### config.mk
export PLATFORM = sky130hd
export DESIGN_NAME = result_bcd_conv
export DESIGN_NICKNAME = d
export VERILOG_FILES = /design/src/rtl/result_bcd_pkg.sv /design/src/rtl/bcd_digit_adj3.sv /design/src/rtl/result_bcd_conv.sv
export SDC_FILE = /design/constraint.sdc
export NUM_CORES = 1
export LEC_CHECK = 0
export CAP_MARGIN = 25
export CORE_UTILIZATION = 53
export CTS_CLUSTER_DIAMETER = 150
export DETAILED_ROUTE_END_ITERATION = 7
export PLACE_DENSITY = 0.79
export SETUP_SLACK_MARGIN = 0.15
export SKIP_LAST_GASP = 1
export SLEW_MARGIN = 0
export SYNTH_ARGS = -nofsm -noshare
export SYNTH_HDL_FRONTEND = slang
export SYNTH_SLANG_ARGS = --single-unit
### constraint.sdc
create_clock -name clk -period 2.06 [get_ports clk]
set_input_delay 0.412 -clock clk [delete_from_list [all_inputs] [get_ports clk]]
set_output_delay 0.412 -clock clk [all_outputs]
set_load 0.005 [all_outputs]
### src/rtl/result_bcd_pkg.sv
// Shared types and elaboration helpers for the binary-to-BCD result converter.
package result_bcd_pkg;

  typedef enum logic [1:0] {
    IDLE,
    SHIFT,
    DONE
  } bcd_state_t;

  // True when NDIG decimal digits can represent every W-bit unsigned value.
  function automatic bit ndig_fits(input int w, input int ndig);
    longint p10;
    longint max_val;
    p10 = 1;
    for (int i = 0; i < ndig; i++) begin
      p10 = p10 * 10;
    end
    max_val = (longint'(1) << w) - 1;
    return p10 > max_val;
  endfunction

endpackage

### src/rtl/bcd_digit_adj3.sv
// Double-dabble digit correction: any digit of 5 or more gets +3 before the shift.
module bcd_digit_adj3 (
  input  logic [3:0] d,
  output logic [3:0] q
);

  // Digits are at most 9 here, so the 4-bit add cannot wrap.
  always_comb begin
    q = (d >= 4'd5) ? d + 4'd3 : d;
  end

endmodule

### src/rtl/result_bcd_conv.sv
// Iterative binary-to-BCD converter: accepts one value, shifts one bit per
// clock through a double-dabble register pair, then presents packed BCD.
module result_bcd_conv
  import result_bcd_pkg::*;
#(
  parameter int W    = 8,
  parameter int NDIG = 3
) (
  input  logic              clk,
  input  logic              rst,
  input  logic              in_valid,
  output logic              in_ready,
  input  logic [W-1:0]      in_data,
  output logic              out_valid,
  input  logic              out_ready,
  output logic [4*NDIG-1:0] out_bcd,
  output logic              busy
);

  localparam int BW = 4 * NDIG;
  localparam int CW = $clog2(W + 1);

  if (!ndig_fits(W, NDIG)) begin : g_ndig_check
    $error("result_bcd_conv: NDIG too small for W");
  end

  bcd_state_t          state_q, state_d;
  logic [W-1:0]        bin_sr_q, bin_sr_d;
  logic [BW-1:0]       bcd_sr_q, bcd_sr_d;
  logic [CW-1:0]       cnt_q, cnt_d;
  logic [BW-1:0]       out_bcd_q, out_bcd_d;
  logic                in_ready_q, in_ready_d;
  logic                out_valid_q, out_valid_d;
  logic                busy_q, busy_d;
  logic [BW-1:0]       bcd_adj;
  logic [BW+W-1:0]     shifted;

  for (genvar g = 0; g < NDIG; g++) begin : g_adj
    bcd_digit_adj3 u_adj (
      .d (bcd_sr_q[4*g +: 4]),
      .q (bcd_adj[4*g +: 4])
    );
  end

  assign shifted = {bcd_adj, bin_sr_q} << 1;

  // Next-state logic: accept in IDLE, one dabble step per SHIFT cycle, hold in DONE.
  always_comb begin
    state_d     = state_q;
    bin_sr_d    = bin_sr_q;
    bcd_sr_d    = bcd_sr_q;
    cnt_d       = cnt_q;
    out_bcd_d   = out_bcd_q;
    in_ready_d  = in_ready_q;
    out_valid_d = out_valid_q;
    busy_d      = busy_q;
    case (state_q)
      IDLE: begin
        if (in_valid && in_ready_q) begin
          bin_sr_d   = in_data;
          bcd_sr_d   = '0;
          cnt_d      = '0;
          state_d    = SHIFT;
          in_ready_d = 1'b0;
          busy_d     = 1'b1;
        end
      end
      SHIFT: begin
        bcd_sr_d = shifted[BW+W-1:W];
        bin_sr_d = shifted[W-1:0];
        cnt_d    = cnt_q + CW'(1);
        if (cnt_q == CW'(W - 1)) begin
          state_d     = DONE;
          out_bcd_d   = shifted[BW+W-1:W];
          out_valid_d = 1'b1;
        end
      end
      DONE: begin
        if (out_ready) begin
          state_d     = IDLE;
          out_valid_d = 1'b0;
          busy_d      = 1'b0;
          in_ready_d  = 1'b1;
        end
      end
      default: begin
        state_d     = IDLE;
        out_valid_d = 1'b0;
        busy_d      = 1'b0;
        in_ready_d  = 1'b1;
      end
    endcase
  end

  // State register with synchronous reset taking priority over any handshake.
  always_ff @(posedge clk) begin
    if (rst) begin
      state_q     <= IDLE;
      bin_sr_q    <= '0;
      bcd_sr_q    <= '0;
      cnt_q       <= '0;
      out_bcd_q   <= '0;
      in_ready_q  <= 1'b1;
      out_valid_q <= 1'b0;
      busy_q      <= 1'b0;
    end else begin
      state_q     <= state_d;
      bin_sr_q    <= bin_sr_d;
      bcd_sr_q    <= bcd_sr_d;
      cnt_q       <= cnt_d;
      out_bcd_q   <= out_bcd_d;
      in_ready_q  <= in_ready_d;
      out_valid_q <= out_valid_d;
      busy_q      <= busy_d;
    end
  end

  assign in_ready  = in_ready_q;
  assign out_valid = out_valid_q;
  assign out_bcd   = out_bcd_q;
  assign busy      = busy_q;

endmodule

Word-level counts from Yosys, hierarchy flattened --
Cells that the tools add are included.
Operators by class: $add $sub $neg 4, order comparisons 3, eq/ne operators 6, muxes and demuxes 21, bitwise logic cells 2, reductions and logical operators 8
Operators by type and width (count):
- $pmux 12 s2 | 1
- $pmux 8 s2 | 1
- $ge 4x3->1 const B | 3
- $mux 12 | 1
- $mux 4 | 3
- $pmux 1 s3 | 3
- $reduce_and 3->1 | 3
- $add 4x2->4 const B | 2
- $mux 8 | 1
- $pmux 4 s2 | 1
- $mux 2 | 3
- $ne 2x2->1 const B | 3
- $pmux 2 s3 | 1
- $mux 1 | 5
- $add 4x1->4 const B | 1
- $eq 4x3->1 const B | 1
- $reduce_and 2->1 | 2
- $add 3x2->3 const B | 1
- $mux 3 | 1
- $eq 2x1->1 const B | 1
- $eq 2x2->1 const B | 1
- $logic_not 2->1 | 1
- $not 1->1 | 2
- $reduce_bool 2->1 | 1
- $logic_and 1x1->1 | 1
Storage, ports and cells: register bits after elaboration 41, output and inout bits 15, logic and storage cells 52

Depth between registers and ports, before layout --
depth after elaboration 3, gate-level depth with buffers 6

Hierarchy --
From an unflattened synthesis, not the netlist that was laid out.
Unflattened totals: cell total of the unflattened synthesis 236, area total of the unflattened synthesis 2039.5 sq um
By module, submodules not included:
- result_bcd_conv | instances 1, cells each 188, area an instance 1735.4 sq um, sequential area each 820.8 sq um
- bcd_digit_adj3 | instances 3, cells each 16, area an instance 101.3 sq um, sequential area each 0.0 sq um

Least setup slack after synthesis --
Ideal clock, no wire load.
kind reg-to-reg, start reg bcd_sr_q[4], end reg out_bcd_q[6] (netlist: out_bcd[6]), library setup time 75 ps, arrival 1376 ps, required time 1985 ps, path slack 609 ps, stages on the path, launching flop included 7, buffers on the path 0, path through dfxtp_1 inv_1 ha_1 nand2b_1 a21oi_1 mux2_2 o22ai_1
Between the ends: cells in the longest elaborated chain, start to end 2, elaborated cells on any way between the ends 3, those cells by class add/sub: 1; order compare: 1; mux: 1
RTL lines:
- start, declared | line result_bcd_conv.sv:29 | logic [BW-1:0] bcd_sr_q, bcd_sr_d;
- start signal, assigned | line result_bcd_conv.sv:109 | bcd_sr_q <= bcd_sr_d;
- $add 4x2->4 / $ge 4x3->1 (equally long branches) | line bcd_digit_adj3.sv:9 | q = (d >= 4'd5) ? d + 4'd3 : d;
- $mux 4 * | line bcd_digit_adj3.sv:9
- end signal, assigned | line result_bcd_conv.sv:111 | out_bcd_q <= out_bcd_d;
- end, declared | line result_bcd_conv.sv:31 | logic [BW-1:0] out_bcd_q, out_bcd_d;
Mark *: on every way between the ends. The rest lies on a longest branch, timed or not. A chain may end at the register's enable or synchronous reset.

Final worst setup path --
start reg cnt_q[0], end reg out_bcd_q[11] (netlist: out_bcd[11])
Between the ends: cells in the longest elaborated chain, start to end 2
RTL lines:
- start, declared | line result_bcd_conv.sv:30 | logic [CW-1:0] cnt_q, cnt_d;
- start signal, assigned | line result_bcd_conv.sv:110 | cnt_q <= cnt_d;
- $eq 4x3->1 | line result_bcd_conv.sv:72 | if (cnt_q == CW'(W - 1)) begin
- $reduce_and 2->1 (no source line)
Every way passes these cells.

==> flow_summary.json <==
{
  "min_period_over_period_pct": 82.89,
  "hold_violations": 0,
  "path_cells": "ha_1 -> nand4b_1 -> nor2_2 -> buf_4 -> nor2_1 -> a211oi_1",
  "layout_setup_ws_ns": 0.3524,
  "drv_slew": 0,
  "cp_num_buf_inv": 1,
  "cts_resized": 0,
  "num_io_pins": 27,
  "powerDensity_nw_per_um2": 646.9,
  "wl_met1_um": 1665,
  "synth_area_leaders": "dfxtp_1, a21oi_1, nor2_1, ha_1, nand2b_1",
  "std_cell_rows": 20,
  "synth_seq_cells": 41,
  "worstPathArrival_ns": 1.97,
  "yosysWarnings": 0,
  "ant_nets": 0,
  "grt_pass1_wl_um": 6568,
  "grt_max_degree": 25,
  "wire_per_inst_um": 14.21,
  "startpoint_type": "register",
  "core_um2": 3153,
  "tns_ns": 0,
  "drt_first_iter_violations": 91,
  "critPathKind": "register to register",
  "r2r_slack_ns": 0.35,
  "yosysMostFrequentCell": "dfxtp_1",
  "die_area_um2": 3649,
  "nNetsFinal": 250,
  "yosysTopAreaCellShare_pct": 45.40,
  "clk_latency_ns": 0.35,
  "rsz0062_at_grt": "false",
  "cts_buffers": 5,
  "setup_viol": 0,
  "dp_hpwl_um": 2832,
  "grt_pass1_vias": 1489,
  "drc": 0,
  "r2r-end": "out_bcd[11]",
  "path_clk_slew_ns": 0.11,
  "hp-start": "out_bcd[6]",
  "synth_top_area_cell": "dfxtp_1",
  "viasPerCell": 5.775,
  "hp-class": "register to register",
  "gp_congestion": 0.8103,
  "hold_depth": 2,
  "cts_buffer_depth": 2,
  "port_buffers": 26,
  "ys_top_cells_by_count": "dfxtp_1, nor2_1, a21oi_1, nand2_1, nand2b_1",
  "ir_worst_vdd_v": 0.0004179,
  "yosysSeqAreaShare_pct": 45.40,
  "async_reset_ff_share_pct": 0,
  "root_buffer": "clkbuf_4",
  "slowest_stage": "dfxtp_1",
  "slowest_delay_ns": 0.43,
  "hold_slack_ns": 0.4955,
  "die_x_um": 60.41,
  "cts_tree": "built",
  "required_ns": 2.33,
  "chipHeight_um": 60.41,
  "clock-sinks": 41,
  "end_kind": "register",
  "start_util_pct": 57.34,
  "fin_crit_ns": 1.708,
  "critPathTopFamily": "simple AND/OR/NAND/NOR gates",
  "ys_types": 31,
  "max_freq_mhz": 585.6,
  "rr_startpoint": "cnt_q[0]",
  "mappedNetlistArea_um2": 1808,
  "p_total_uw": 1391,
  "grt_usage_pct": 24.71,
  "cts_hold_buf": 0,
  "topRoutingLayerUsed": "met4",
  "area_growth_pct": 18.96,
  "vias": 1588,
  "wl_met3_um": 146,
  "cts_setup_buffers": 0,
  "grt_antenna_before_repair": 0,
  "synth_fp_nets": 225,
  "antenna_cells": 0,
  "totalWireLength_um": 3908,
  "synthCells": 206,
  "finClkSkew_ns": 0.003598,
  "fin_util_pct": 68.21,
  "critPathMaxFanout": 15,
  "syn_area_per_cell_um2": 8.777,
  "wl_met2_um": 2048,
  "dr.pass1.iters": 4,
  "grt_overflow_total": 0,
  "holdPathEnd": "out_bcd[6]",
  "worst_slew_pin_slew_ns": 0.5258,
  "leakage_uw": 0.0007327,
  "dp_slack_ns": 0.2584,
  "cts.htree.levels": 2,
  "synth_edf_count": 0,
  "slew_headroom_pct": 64.94,
  "reg2reg_depth": 6,
  "status": "completed",
  "layout-drive-gt1-share_pct": 6.926,
  "maxCapViolCount": 0,
  "yosys_most_used_dff": "dfxtp_1"
}
[flip-flops by register name (all words and copies together) (netlist names)]
name,cells
busy,1
cnt_q,4
bin_sr_q,8
out_valid,1
bcd_sr_q,12
in_ready,1
out_bcd,12
state_q,2
[worst reg2reg max path, cell delays in order, from the launching register on]
cell      delay [ns]
dfxtp_1         0.43
ha_1            0.23
nand4b_1        0.15
nor2_2          0.27
buf_4           0.27
nor2_1          0.07
a211oi_1        0.21
[cells in the final DEF (no fill, tap or decap), types with 2 or more instances in the layout]
cell and count:
dfxtp_1 41, clkdlybuf4s50_1 26, nor2_1 24, a21oi_1 18, nand2_1 14, nand2b_1 12
o21ai_0 11, nor3b_1 8, a311oi_1 7, ha_1 7, inv_1 6, o22ai_1 6
nor3_1 5, a211oi_1 5, o32ai_1 5, clkbuf_4 5, buf_4 4, nand3_1 3
xnor2_1 3, a22oi_1 3, mux2_2 3, nand3b_1 3, nor2_2 2
[worst max path at each step]
stage                   endpoint  slack (ns)  cells after the start        start
CTS                  out_bcd[11]        0.35                      6     cnt_q[0]
global route         out_bcd[11]        0.22                      6     cnt_q[0]
detailed placement  bcd_sr_q[11]        0.26                      5     in_valid
floorplan             out_bcd[6]        0.61                      6  bcd_sr_q[4]
finish               out_bcd[11]        0.35                      6     cnt_q[0]
global placement    bcd_sr_q[11]        0.31                      5     in_valid
[area by class of cell]
cell class                 count  area (um2)
fill                         295        1002
sequential                    41       820.8
inverter                       6       22.52
multi-input combinational    147       907.1
tap                           44       55.05
clock buffer                   7       55.05
timing repair buffer          30       290.3
[stage by stage]
stage               instances  instance area (um2)
floorplan                 206                 1808
global route              275                 2151
finish                    275                 2151
CTS                       275                 2151
detailed placement        268                 2096
global placement          268                 2096
[metal layers]
| metal | GRT usage [%] | vias to the layer above |
|---|---|---|
| li1 | - | 787 |
| met1 | 29.08 | 756 |
| met2 | 42.70 | 39 |
| met3 | 6.823 | 6 |
| met4 | 9.302 | 0 |
| met5 | 0 | - |
[cells by family after synthesis]
family	Yosys count	synth area share [%]
muxes	4	2.422
AOI/OAI and AO/OA	57	20.00
and+or+nand+nor	76	21.45
adders and majority gates	7	4.844
DFF	41	45.40
xor gates and xnor gates	3	1.454
buffers and inverters	18	4.429
[power breakdown]
| group | total, uW | switching, uW | internal [uW] |
|---|---|---|---|
| logic | 148 | 82.6 | 65.5 |
| registers | 838 | 19.9 | 818 |
| clock network | 405 | 244 | 161 |
| total | 1390 | 347 | 1040 |
Note: power is estimated with default switching activity, not from simulation.
